===== src/rtl/add_tree_pkg.sv =====
// ============================================================================
// Package : add_tree_pkg
// Purpose : Shared helpers for the pipelined adder tree (add_tree_pipe).
//           - clog2            : ceiling log2 used to derive the tree depth
//           - calc_levels      : number of register levels for NUM_IN operands
//           - calc_full_w      : full-precision result width (no truncation)
//           - bus_offset       : bit offset of a level inside the packed
//                                inter-stage bus
//           - stage_valid_t    : generic per-stage valid vector type
// Revision: 1.0 - initial release
// ============================================================================
`default_nettype none

package add_tree_pkg;

  localparam int MAX_LEVELS = 16;

  typedef logic [MAX_LEVELS-1:0] stage_valid_t;

  function automatic int clog2(input int value);
    int r;
    int v;
    r = 0;
    v = value - 1;
    while (v > 0) begin
      r = r + 1;
      v = v >> 1;
    end
    return r;
  endfunction

  function automatic int calc_levels(input int num_in);
    return clog2(num_in);
  endfunction

  function automatic int calc_full_w(input int num_in, input int in_w);
    return in_w + clog2(num_in);
  endfunction

  // Level j of the tree carries (num_in >> j) values of (in_w + j) bits.
  // Levels are packed back to back, level 0 (the raw operands) at bit 0.
  function automatic int bus_offset(input int num_in, input int in_w, input int level);
    int off;
    off = 0;
    for (int j = 0; j < level; j++) begin
      off = off + (num_in >> j) * (in_w + j);
    end
    return off;
  endfunction

endpackage

`default_nettype wire


===== src/rtl/add_tree_stage.sv =====
// ============================================================================
// Module  : add_tree_stage
// Purpose : One register level of the adder tree. Adds N_PAIRS pairs of W-bit
//           unsigned values into N_PAIRS (W+1)-bit sums and registers them
//           together with a valid bit whenever the stage is allowed to advance.
// Ports   : clk      - clock, rising edge
//           rst_n    - asynchronous reset, active low
//           i_adv    - stage loads this cycle
//           i_valid  - upstream valid
//           i_data   - 2*N_PAIRS operands of W bits, pair p = operands 2p,2p+1
//           o_valid  - registered valid
//           o_data   - N_PAIRS registered sums of W+1 bits
// Revision: 1.0 - initial release
// ============================================================================
`default_nettype none

module add_tree_stage
  import add_tree_pkg::*;
#(
  parameter int N_PAIRS = 4,
  parameter int W       = 8
) (
  input  logic                     clk,
  input  logic                     rst_n,
  input  logic                     i_adv,
  input  logic                     i_valid,
  input  logic [2*N_PAIRS*W-1:0]   i_data,
  output logic                     o_valid,
  output logic [N_PAIRS*(W+1)-1:0] o_data
);

  logic [N_PAIRS*(W+1)-1:0] w_sum;
  logic [N_PAIRS*(W+1)-1:0] r_data;
  logic                     r_valid;

  for (genvar p = 0; p < N_PAIRS; p++) begin : g_pair
    assign w_sum[p*(W+1) +: W+1] = {1'b0, i_data[(2*p)*W +: W]}
                                 + {1'b0, i_data[(2*p+1)*W +: W]};
  end

  // Data loads on every advance, even with no valid token; the valid bit
  // alone qualifies it, which keeps the enable path a single signal.
  always_ff @(posedge clk or negedge rst_n) begin
    if (!rst_n) begin
      r_valid <= 1'b0;
      r_data  <= '0;
    end else if (i_adv) begin
      r_valid <= i_valid;
      r_data  <= w_sum;
    end
  end

  assign o_valid = r_valid;
  assign o_data  = r_data;

endmodule

`default_nettype wire


===== src/rtl/add_tree_pipe.sv =====
// ============================================================================
// Module  : add_tree_pipe
// Purpose : Parametrised pipelined unsigned adder tree with valid/ready on
//           both sides and bubble-collapsing backpressure. One register level
//           per tree level, full precision inside the tree, final reduction
//           to OUT_W bits with an overflow flag.
// Config  : ADD_TREE_SAT_EN - when defined, an overflowing result saturates to
//           all ones instead of wrapping modulo 2^OUT_W.
// Ports   : clk       - clock, rising edge
//           rst_n     - asynchronous reset, active low
//           in_valid  - operand vector valid
//           in_ready  - tree accepts a vector this cycle
//           in_data   - NUM_IN operands, operand i = in_data[i*IN_W +: IN_W]
//           out_valid - result valid
//           out_ready - consumer accepts result this cycle
//           out_sum   - reduced sum (OUT_W bits)
//           out_ovf   - full sum exceeded 2^OUT_W-1, qualified by out_valid
// Revision: 1.0 - initial release
// ============================================================================
`default_nettype none

module add_tree_pipe
  import add_tree_pkg::*;
#(
  parameter int NUM_IN = 8,
  parameter int IN_W   = 8,
  parameter int OUT_W  = 8
) (
  input  logic                   clk,
  input  logic                   rst_n,
  input  logic                   in_valid,
  output logic                   in_ready,
  input  logic [NUM_IN*IN_W-1:0] in_data,
  output logic                   out_valid,
  input  logic                   out_ready,
  output logic [OUT_W-1:0]       out_sum,
  output logic                   out_ovf
);

  localparam int LEVELS = calc_levels(NUM_IN);
  localparam int FULL_W = calc_full_w(NUM_IN, IN_W);
  localparam int BUS_W  = bus_offset(NUM_IN, IN_W, LEVELS + 1);

  // All tree levels packed back to back; every bit has exactly one driver
  // and one reader.
  logic [BUS_W-1:0]  w_bus;
  logic [LEVELS-1:0] w_v;
  logic [LEVELS-1:0] w_vin;
  logic [LEVELS-1:0] w_adv;
  logic [FULL_W-1:0] w_full;
  logic [OUT_W-1:0]  w_trunc;
  logic              w_ovf;

  assign w_bus[NUM_IN*IN_W-1:0] = in_data;

  for (genvar k = 0; k < LEVELS; k++) begin : g_level
    localparam int NP      = NUM_IN >> (k + 1);
    localparam int SW      = IN_W + k;
    localparam int OFF_IN  = bus_offset(NUM_IN, IN_W, k);
    localparam int OFF_OUT = bus_offset(NUM_IN, IN_W, k + 1);

    if (k == 0) begin : g_vin_first
      assign w_vin[k] = in_valid;
    end else begin : g_vin_chain
      assign w_vin[k] = w_v[k-1];
    end

    // A stage may advance when the consumer takes the result or any stage
    // from here to the output holds a bubble (bubble collapsing). This is
    // the unrolled form of adv[k] = adv[k+1] | ~v[k].
    assign w_adv[k] = out_ready | ~(&w_v[LEVELS-1:k]);

    add_tree_stage #(
      .N_PAIRS (NP),
      .W       (SW)
    ) u_stage (
      .clk     (clk),
      .rst_n   (rst_n),
      .i_adv   (w_adv[k]),
      .i_valid (w_vin[k]),
      .i_data  (w_bus[OFF_IN  +: 2*NP*SW]),
      .o_valid (w_v[k]),
      .o_data  (w_bus[OFF_OUT +: NP*(SW+1)])
    );
  end

  assign in_ready  = w_adv[0];
  assign out_valid = w_v[LEVELS-1];

  assign w_full  = w_bus[BUS_W-1 -: FULL_W];
  assign w_trunc = w_full[OUT_W-1:0];

  if (OUT_W == FULL_W) begin : g_no_ovf
    assign w_ovf = 1'b0;
  end else begin : g_ovf
    assign w_ovf = |w_full[FULL_W-1:OUT_W];
  end

`ifdef ADD_TREE_SAT_EN
  assign out_sum = w_ovf ? {OUT_W{1'b1}} : w_trunc;
`else
  assign out_sum = w_trunc;
`endif

  assign out_ovf = w_ovf;

endmodule

`default_nettype wire

===== config.mk =====
export PLATFORM = sky130hd
export DESIGN_NAME = add_tree_pipe
export DESIGN_NICKNAME = d
export VERILOG_FILES = /design/src/rtl/add_tree_pkg.sv /design/src/rtl/add_tree_stage.sv /design/src/rtl/add_tree_pipe.sv
export SDC_FILE = /design/constraint.sdc
export NUM_CORES = 1
export LEC_CHECK = 0
export BUFFER_PORTS_ARGS = -buffer_cell sky130_fd_sc_hd__buf_2
export CORE_MARGIN = 1.5
export CORE_UTILIZATION = 46
export DETAILED_ROUTE_END_ITERATION = 10
export PLACE_DENSITY = 0.77
export SLEW_MARGIN = 10
export SYNTH_ARGS = -nofsm -noshare
export SYNTH_HDL_FRONTEND = slang
export SYNTH_SLANG_ARGS = --single-unit

===== constraint.sdc =====
create_clock -name clk -period 2.85 [get_ports clk]
set_input_delay 0.1425 -clock clk [delete_from_list [all_inputs] [get_ports clk]]
set_output_delay 0.1425 -clock clk [all_outputs]
set_load 0.01 [all_outputs]

==> results.json, run 1 <==
{
  "hold_viol": 0,
  "hpwl_um": 7810,
  "gr-usage-met1": 0.268,
  "synth_top_area_frac": 0.357,
  "layout_commonest_cell": "buf_2",
  "core_mm2": 0.0103,
  "multi_input_area_mm2": 0.00298,
  "critPathMaxFanout": 31,
  "grt_max_degree": 46,
  "io_pins": 79,
  "antenna_found_initial": 0,
  "synth_area_leaders": "dfrtp_1 36%, ha_1 15%, o21ai_0 6.6%",
  "cts_inserted_buffers": 9,
  "nNetsFinal": 744,
  "syn_inst": 536,
  "cts_max_level": 3,
  "netlist_area_mm2": 0.00490,
  "slew_headroom": 0.349,
  "setup_viol": 0,
  "async_flop_share": 1.00,
  "grt_pass1_wl_um": 18100,
  "ctsRootBufferMaster": "clkbuf_8",
  "cp.required_ns": 2.71,
  "syn_to_final_growth_pct": 13.6,
  "hp-class": "in2reg",
  "post_cts_resized": 0,
  "fin_crit_sh": 0.778,
  "clock-sinks": 70,
  "wl_um": 10000,
  "synth_area_leader_cell": "dfrtp_1",
  "skew_ns": 0.00838,
  "route.detailed.drc": 0,
  "drt-initial-drc-count": 203,
  "tns_ns": 0,
  "synth_edf_count": 0,
  "ys_warn_count": 0,
  "clk_latency_ns": 0.35,
  "grt_use_met3": 0.0288,
  "rows": 37,
  "overflow": 0,
  "vias": 4107,
  "powerDensity_mw_per_mm2": 812,
  "criticalPathCategory": "reg2out",
  "leakagePower_nw": 2.65,
  "gr-usage-all-layers": 0.197,
  "yosysSeqAreaShare": 0.357,
  "die_area_mm2": 0.0113,
  "dr.pass1.iters": 4,
  "cts_tree": "built",
  "antenna_cells": 0,
  "viasPerCell": 5.48,
  "outcome": "finished, final reports clean",
  "met2_usage": 0.315,
  "synthFlopType": "dfrtp_1",
  "regArea_mm2": 0.00175,
  "clock.fmax_mhz": 451,
  "maxCapViolations": 0,
  "fill_cells": 924,
  "synth_cell_type_count": 42,
  "top_usage_layer": "met2",
  "startpoint": "g_level[2].u_stage.o_valid",
  "die_h_um": 106,
  "grt_pass1_vias": 4010,
  "drv_slew": 0,
  "final_layout_size_suffix_gt1_frac": 0.166,
  "path_clk_slew_ns": 0.07,
  "clockBufferDepth": 2,
  "drt.antenna.violating_nets": 0,
  "min_period_ns": 2.22,
  "start_util": 0.475,
  "r2r_slack_ns": 0.81,
  "syn_area_per_cell_um2": 9.15,
  "arrival_ns": 2.07,
  "wl_per_cell_um": 13.4,
  "tightest_slew_ns": 0.975,
  "port_buffers": 78,
  "most-common-layout-cells": "78 x buf_2, 76 x nand2_1, 70 x dfrtp_1",
  "gp_congestion": 0.852,
  "syn_nets": 671,
  "die_x_um": 106,
  "ys_seq_elements": 70,
  "vdd_ir_drop_max_mv": 0.370,
  "start_kind": "register",
  "total_power_w": 0.00453,
  "r2r-start": "g_level[0].u_stage.o_data[18]",
  "cp-endpoint": "in_ready",
  "rr_worst_depth": 7,
  "rsz0062_at_grt": "no",
  "r2r_end": "g_level[1].u_stage.o_data[16]",
  "hp-start": "in_data[0]",
  "end_kind": "primary output"
}
area by class of cell:
type / count / area share
sequential: 70 / 0.314
tap: 136 / 0.0305
timing repair buffer: 84 / 0.0791
clock inverter: 3 / 0.00314
inverter: 12 / 0.00809
multi-input combinational: 432 / 0.534
clock buffer: 13 / 0.0303
power breakdown:
group | switching (W) | leakage (nW) | internal, W
Clock | 0.000368 | 0.0954 | 0.000385
Sequential | 0.000213 | 0.819 | 0.00133
Combinational | 0.00124 | 1.73 | 0.000985
Total | 0.00182 | 2.65 | 0.00270
repair_timing:
action / 4_1_cts / 5_1_grt
buffers inserted: 0 / 0
hold endpoints to repair: 32 / 0
endpoints found under the setup margin: 0 / 0
hold buffers: 2 / 0
registers in the layout (all words and copies together), names as in the netlist:
register,flops
g_level.u_stage.o_data,67
g_level.u_stage.o_valid,3
cells by family (layout without fill, tap and decap cells):
group                      Yosys count  after routing  share of synthesized area
buffers and inverters               34            112                     0.0360
DFF                                 70             70                      0.357
and+or+nand+nor                    133            133                      0.116
xor gates and xnor gates            34             34                     0.0607
adders and majority gates           67             67                      0.182
AOI/OAI and AO/OA                  198            198                      0.248
cells in the mapped netlist, types with 7 or more instances:
library cell	number
ha_1	60
dfrtp_1	70
fa_1	7
buf_4	8
a211oi_1	17
inv_1	12
nor2_1	29
xnor2_1	8
xor2_1	26
o21ai_0	65
o21a_1	7
a21o_1	24
o21bai_1	7
a21oi_1	48
nand2_1	76
clkbuf_1	9
per-layer routing:
metal	share of wire	vias up	wire, µm
met4	0.022	0	219
met2	0.46	85	4630
li1	-	2094	-
met1	0.48	1910	4780
met5	0	-	0
met3	0.039	18	391
critical path: stages, from the launching register on:
cell and delay [ns]:
dfrtp_1 0.41, and3b_1 0.19, and2_4 0.16, inv_1 0.70
buf_2 0.27
stage by stage:
| step | instance area [µm²] | hold WS, ns | std cells | setup WS, ns | utilization |
|---|---|---|---|---|---|
| 2_1_floorplan | 4900 | -0.153 | 536 | 0.953 | - |
| 3_3_place_gp | 5360 | 0.240 | 732 | 0.858 | 0.520 |
| 3_5_place_dp | 5360 | 0.245 | 732 | 0.835 | 0.520 |
| 4_1_cts | 5570 | 0.119 | 750 | 0.548 | 0.540 |
| 5_1_grt | 5570 | 0.144 | 750 | 0.455 | 0.540 |
| 6_report | 5570 | 0.136 | 750 | 0.633 | 0.540 |
worst min-delay path by stage:
stage          cells after the start                      endpoint
2_1_floorplan                      0  g_level[0].u_stage.o_data[0]
3_3_place_gp                       1  g_level[2].u_stage.o_data[1]
3_5_place_dp                       1  g_level[2].u_stage.o_data[1]
4_1_cts                            4  g_level[0].u_stage.o_data[0]
5_1_grt                            4  g_level[0].u_stage.o_data[0]
6_report                           4  g_level[0].u_stage.o_data[0]
(Power assumes the default switching activity.)
==> run 2, diff against run 1 <==
--- a/config.mk
+++ b/config.mk
@@ -5,6 +5,7 @@
 export SDC_FILE = /design/constraint.sdc
 export NUM_CORES = 1
 export LEC_CHECK = 0
+export ABC_AREA = 1
 export BUFFER_PORTS_ARGS = -buffer_cell sky130_fd_sc_hd__buf_2
 export CORE_MARGIN = 1.5
 export CORE_UTILIZATION = 46
==> constraint.sdc (replaced) <==
create_clock -name clk -period 2.3 [get_ports clk]
set_input_delay 0.115 -clock clk [delete_from_list [all_inputs] [get_ports clk]]
set_output_delay 0.115 -clock clk [all_outputs]
set_load 0.01 [all_outputs]
==> run 2 against run 1 <==
Net effect: sequential share of layout area is 1.8 points lower; via count is 8.6% higher; setup slack lost 0.18 ns; count of clock-buffer cells in the layout shrank 1; synthesized cell count rose by 26%; core utilization up 0.059 points; wire length up 2.5%; critical path depth rose by 5; total power grew 32%; non-clock buffer count is 2 higher; global-route usage decreased by 1.4 points; worst hold slack worse by 0.0014 ns; critical endpoint is now g_level[2].u_stage.o_data[8].
==> results.json, run 2 <==
{
  "synthFlopType": "dfrtp_1",
  "internal_power_w": 0.00356,
  "core_mm2": 0.0109,
  "r2r-start": "g_level[1].u_stage.o_data[0]",
  "netlist_area_mm2": 0.00519,
  "cts_inserted_buffers": 9,
  "pwr-share-seq": 0.321,
  "async_flop_share": 1.00,
  "clockBufferDepth": 2,
  "hp-start": "in_data[24]",
  "start_kind": "register",
  "ys_seq_elements": 70,
  "hold_viol": 0,
  "outcome": "finished, final reports clean",
  "start_util": 0.474,
  "p_sw_frac": 0.403,
  "gr-usage-all-layers": 0.184,
  "wl_um": 10300,
  "setup_viol": 0,
  "vias": 4462,
  "maxCapViolations": 0,
  "rsz0062_at_grt": "no",
  "skew_ns": 0.00509,
  "worst_slack_ns": 0.456,
  "grt_pass1_vias": 3899,
  "antenna_found_initial": 0,
  "rows": 38,
  "power_frac_clock": 0.205,
  "ys_warn_count": 0,
  "syn_to_final_growth_pct": 13.9,
  "postPlaceCellArea_mm2": 0.00563,
  "stdcell_count": 892,
  "criticalPathCategory": "reg2reg",
  "hp-class": "in2reg",
  "final_layout_size_suffix_gt1_frac": 0.145,
  "hpwl_um": 7910,
  "path_cells": "ha_1, inv_1, fa_1, o21ai_0, nand2_1, nand2_1, nand2_1, nand3_1, nand2_1",
  "die_area_mm2": 0.0119,
  "drt.antenna.violating_nets": 0,
  "syn_nets": 808,
  "most-common-layout-cells": "227 x nand2_1, 78 x buf_2, 70 x dfrtp_1",
  "nNetsFinal": 884,
  "cts_tree": "built",
  "crit_path_frequent_cell": "nand2_1",
  "clock.fmax_mhz": 542,
  "dpl.cell_count": 876,
  "die_h_um": 109,
  "critical-path-top-delay-family": "adder cells",
  "powerDensity_mw_per_mm2": 1010,
  "path_clk_slew_ns": 0.06,
  "cp.required_ns": 2.51,
  "finish.instance_area_mm2": 0.00591,
  "pre_cts_slack_ns": 0.461,
  "p_sw_w": 0.00240,
  "fill_cells": 1041,
  "yosysSeqAreaShare": 0.338,
  "tns_ns": 0,
  "port_buffers": 78,
  "dr.pass1.iters": 5,
  "grt_max_degree": 71,
  "min_period_ns": 1.84,
  "viasPerCell": 5.00,
  "grt_pass1_wl_um": 17400,
  "gp_congestion": 0.864,
  "critPathMaxStageDelay_ns": 0.38,
  "combPwrFrac": 0.475,
  "cts_max_level": 3,
  "slew_headroom": 0.732,
  "synth_cell_type_count": 32,
  "antenna_cells": 0,
  "post_cts_resized": 0,
  "leakagePower_nw": 3.11,
  "synth_area_leader_cell": "dfrtp_1",
  "syn_area_per_cell_um2": 7.71,
  "startpoint": "g_level[1].u_stage.o_data[0]",
  "cp_slowest_cell": "fa_1",
  "drt-initial-drc-count": 165,
  "ctsRootBufferMaster": "clkbuf_16",
  "vdd_ir_drop_max_mv": 0.559,
  "wl_per_cell_um": 11.5,
  "syn_inst": 673,
  "die_x_um": 109,
  "route.detailed.drc": 0,
  "io_pins": 79,
  "synth_edf_count": 0,
  "clock-sinks": 70,
  "layout_commonest_cell": "nand2_1",
  "synth_top_area_frac": 0.338,
  "yosys-top-cells-count": "227 x nand2_1, 70 x dfrtp_1, 65 x nand3_1",
  "utilization": 0.540,
  "fin_crit_sh": 0.802,
  "tightest_slew_ns": 0.402,
  "critPathMaxFanout": 4,
  "cp_num_buf_inv": 1,
  "synth.most_common_cell": "nand2_1",
  "largest_reg_flops": 67,
  "arrival_ns": 2.05,
  "post_cts_buffers": 0,
  "drv_slew": 0,
  "clk_latency_ns": 0.32,
  "synth_area_leaders": "dfrtp_1 34%, nand2_1 16%, ha_1 14%",
  "end_kind": "register",
  "overflow": 0
}
run 2: changes by cell type after synthesis, sizes merged, moves of 9 or more:
cell    before  now
nand4        1   10
a211oi      17    1
nand2       76  228
inv         12   52
nand3        4   65
a21o        24    0
xor2        26    4
o21ai       65   31
a21oi       48   39
run 2: worst reg2reg max path, stage by stage, from the launching register on:
cell and delay (ns):
dfrtp_1 0.36, ha_1 0.19, inv_1 0.06, fa_1 0.39, o21ai_0 0.35, nand2_1 0.12
nand2_1 0.10, nand2_1 0.05, nand3_1 0.06, nand2_1 0.05
run 2: kinds of logic (layout without fill, tap and decap cells):
kind of cell / Yosys count / after routing / share of synthesized area
adder cells (fa/ha/maj): 67 / 67 / 0.172
flip-flops: 70 / 70 / 0.338
AO/OA/AOI/OAI: 89 / 89 / 0.0943
XOR/XNOR: 19 / 19 / 0.0321
AND/OR/NAND/NOR: 353 / 353 / 0.290
buffers and inverters: 75 / 154 / 0.0738
run 2: final timing paths:
kind	to	slack, ns	depth (start not counted)
min reg2reg	g_level[2].u_stage.o_data[0]	0.46	2
min in group asynchronous	g_level[2].u_stage.o_valid	0.34	3
min	g_level[0].u_stage.o_data[9]	0.13	4
max reg2reg	g_level[2].u_stage.o_data[8]	0.46	9
max	g_level[2].u_stage.o_data[8]	0.46	9
max in group asynchronous	g_level[0].u_stage.o_data[19]	1.63	3
run 2: through the flow:
stage | total power [W] | hold WS (ns)
detailed placement | 0.00474 | 0.163
floorplan | 0.00416 | -0.181
global route | 0.00656 | 0.159
global placement | 0.00468 | 0.165
finish | 0.00596 | 0.135
CTS | 0.00600 | 0.129
run 2: what timing repair did:
action | in CTS | in global routing
hold buffers | 2 | 0
setup endpoints to repair | 0 | 0
endpoints found under the hold margin | 71 | 0
run 2: area by class of cell:
type | instances | area (µm²) | share of cell area
repair buffers | 86 | 468 | 0.0792
multi-input cells | 528 | 3050 | 0.517
well taps | 140 | 175 | 0.0297
clock buffers | 12 | 246 | 0.0417
flip-flops and latches | 70 | 1750 | 0.297
inverters | 54 | 204 | 0.0345
clock inverters | 2 | 10.0 | 0.00169
run 2: metal layers:
metal / part of all wire / vias up / global-route usage
met2: 0.45 / 77 / 0.293
met5: 0 / - / 0
met1: 0.51 / 2014 / 0.256
met4: 0.0071 / 0 / 0.0492
li1: - / 2365 / -
met3: 0.029 / 6 / 0.0335
run 2: power groups by stage:
stage,Clock (W),Combinational (W),Sequential (W)
after floorplan,0,0.00232,0.00184
after global placement,0,0.00277,0.00191
after detailed placement,0,0.00281,0.00193
after CTS,0.00125,0.00284,0.00191
after global routing,0.00131,0.00329,0.00196
final,0.00122,0.00283,0.00191
==> run 3, diff against run 2 <==
--- a/config.mk
+++ b/config.mk
@@ -5,7 +5,7 @@
 export SDC_FILE = /design/constraint.sdc
 export NUM_CORES = 1
 export LEC_CHECK = 0
-export ABC_AREA = 1
+export ABC_AREA = 0
 export BUFFER_PORTS_ARGS = -buffer_cell sky130_fd_sc_hd__buf_2
 export CORE_MARGIN = 1.5
 export CORE_UTILIZATION = 46
==> constraint.sdc (replaced) <==
create_clock -name clk -period 1.8 [get_ports clk]
set_input_delay 0.09 -clock clk [delete_from_list [all_inputs] [get_ports clk]]
set_output_delay 0.09 -clock clk [all_outputs]
set_load 0.01 [all_outputs]
==> run 3 against run 2 <==
Net effect: the run now ends with negative setup slack left; sequential share of layout area fell by 1.2 points; final cell count fell by 11%; first-iteration DRC count rose by 18%; clock power rose by 7%; core utilization rose by 5.6 points; setup slack got worse by 0.53 ns; die area fell by 5.3%; non-clock buffer count rose by 41; sequential power rose by 30%; combinational power rose by 69%; critical path type unchanged; largest cell class unchanged.
==> results.json, run 3 (synthesized netlist as in run 1, its figures left out) <==
{
  "dpl.cell_count": 756,
  "p_sw_frac": 0.397,
  "postPlaceCellArea_mm2": 0.00563,
  "cts_inserted_buffers": 9,
  "fill_cells": 882,
  "die_area_mm2": 0.0113,
  "criticalPathCategory": "reg2reg",
  "port_buffers": 78,
  "ctsRootBufferMaster": "clkbuf_8",
  "hp-class": "in2reg",
  "fin_crit_sh": 1.04,
  "gr-usage-all-layers": 0.203,
  "stdcell_count": 793,
  "worst_slack_ns": -0.0698,
  "path_clk_slew_ns": 0.07,
  "combPwrFrac": 0.558,
  "clockBufferDepth": 2,
  "drt-initial-drc-count": 195,
  "viasPerCell": 5.47,
  "clk_latency_ns": 0.35,
  "setup_viol": 6,
  "hp-start": "in_data[8]",
  "vdd_ir_drop_max_mv": 0.679,
  "grt_pass1_wl_um": 18600,
  "startpoint": "g_level[0].u_stage.o_data[0]",
  "gp_congestion": 0.861,
  "drt.antenna.violating_nets": 0,
  "grt_max_degree": 71,
  "largest_reg_flops": 67,
  "most-common-layout-cells": "78 x buf_2, 76 x nand2_1, 69 x dfrtp_1",
  "hold_viol": 0,
  "start_kind": "register",
  "outcome": "finished, violations left",
  "clock.fmax_mhz": 535,
  "hpwl_um": 8150,
  "wl_per_cell_um": 14.4,
  "nNetsFinal": 787,
  "clock-sinks": 70,
  "leakagePower_nw": 2.90,
  "power_frac_clock": 0.152,
  "layout_commonest_cell": "buf_2",
  "wl_um": 11400,
  "violations": "negative setup slack",
  "io_pins": 79,
  "core_mm2": 0.0103,
  "r2r-start": "g_level[0].u_stage.o_data[0]",
  "pwr-share-seq": 0.291,
  "p_sw_w": 0.00339,
  "die_x_um": 106,
  "vias": 4339,
  "skew_ns": 0.00930,
  "overflow": 0,
  "antenna_found_initial": 0,
  "slew_headroom": 0.729,
  "antenna_cells": 0,
  "start_util": 0.475,
  "cts_tree": "built",
  "final_layout_size_suffix_gt1_frac": 0.272,
  "cp.required_ns": 2.06,
  "drv_slew": 0,
  "grt_pass1_vias": 4184,
  "maxCapViolations": 0,
  "total_power_w": 0.00855,
  "cts_max_level": 3,
  "pre_cts_slack_ns": -0.125,
  "powerDensity_mw_per_mm2": 1390,
  "rsz0062_at_grt": "yes",
  "arrival_ns": 2.13,
  "critPathMaxFanout": 3,
  "finish.instance_area_mm2": 0.00615,
  "die_h_um": 106,
  "rows": 37,
  "dr.pass1.iters": 4,
  "min_period_ns": 1.87,
  "end_kind": "register",
  "syn_to_final_growth_pct": 25.5,
  "internal_power_w": 0.00515,
  "utilization": 0.596,
  "route.detailed.drc": 0,
  "tightest_slew_ns": 0.396
}
-- run 3: cell types whose count changed in the layout (fill, tap and decap cells not counted), sizes merged, moves of 8 or more --
cell    previous run  this run
or2                9         1
nand3             65         4
inv               52        11
o21ai             31        65
a21oi             39        48
a211oi             1        17
nand4             10         1
nand2            228        76
xor2               4        26
a21o               0        24
buf               84       125
-- run 3: final cells by class --
class	instances	area (µm²)	area share
inverter	12	48.8	0.00793
clock buffer	13	159	0.0258
multi-input combinational	432	3180	0.517
tap	136	170	0.0277
sequential	70	1750	0.285
timing repair buffer	127	800	0.130
clock inverter	3	42.5	0.00691
-- run 3: worst max-delay path, cell delays in order, from the launching register on --
cell	delay, ns
dfrtp_1	0.39
ha_2	0.20
inv_2	0.06
fa_2	0.21
nor2b_2	0.05
o31a_1	0.29
o41ai_2	0.23
a21oi_1	0.11
o31ai_1	0.23
-- run 3: power by group through the flow --
stage,clock (W),combinational (W),sequential (W)
after floorplan,0,0.00296,0.00238
after global placement,0,0.00375,0.00246
after detailed placement,0,0.00389,0.00250
after CTS,0.00132,0.00427,0.00248
after global routing,0.00140,0.00527,0.00255
final,0.00130,0.00477,0.00248
-- run 3: path summary, 6_finish.rpt --
kind	endpoint	slack, ns	cells after the start
min in group asynchronous	g_level[2].u_stage.o_data[2]	0.28	3
max in group asynchronous	g_level[0].u_stage.o_data[19]	1.19	3
hold reg to reg	g_level[1].u_stage.o_valid	0.47	1
setup / recovery	g_level[1].u_stage.o_data[8]	-0.07	8
hold / removal	g_level[0].u_stage.o_data[0]	0.05	4
setup reg to reg	g_level[1].u_stage.o_data[8]	-0.07	8
-- run 3: through the flow --
step	hold WS [ns]	setup TNS (ns)
floorplan	-0.206	-0.00627
global placement	0.142	-0.148
detailed placement	0.143	-0.860
CTS	0.0443	-0.235
global route	0.0604	-1.07
finish	0.0503	-0.252
-- run 3: per-layer routing --
layer | up-vias | global-route usage | share of wire
met4 | 0 | 0.0801 | 0.026
li1 | 2171 | - | -
met5 | - | 0 | 0
met2 | 99 | 0.340 | 0.50
met3 | 29 | 0.0429 | 0.038
met1 | 2040 | 0.254 | 0.44
-- run 3: repair_timing --
item,4_1_cts,5_1_grt
gates resized for setup,21,21
hold buffers,2,0
buffers inserted,9,10
pin swaps,21,25
setup endpoints to repair,17,18
endpoints found under the hold margin,71,0
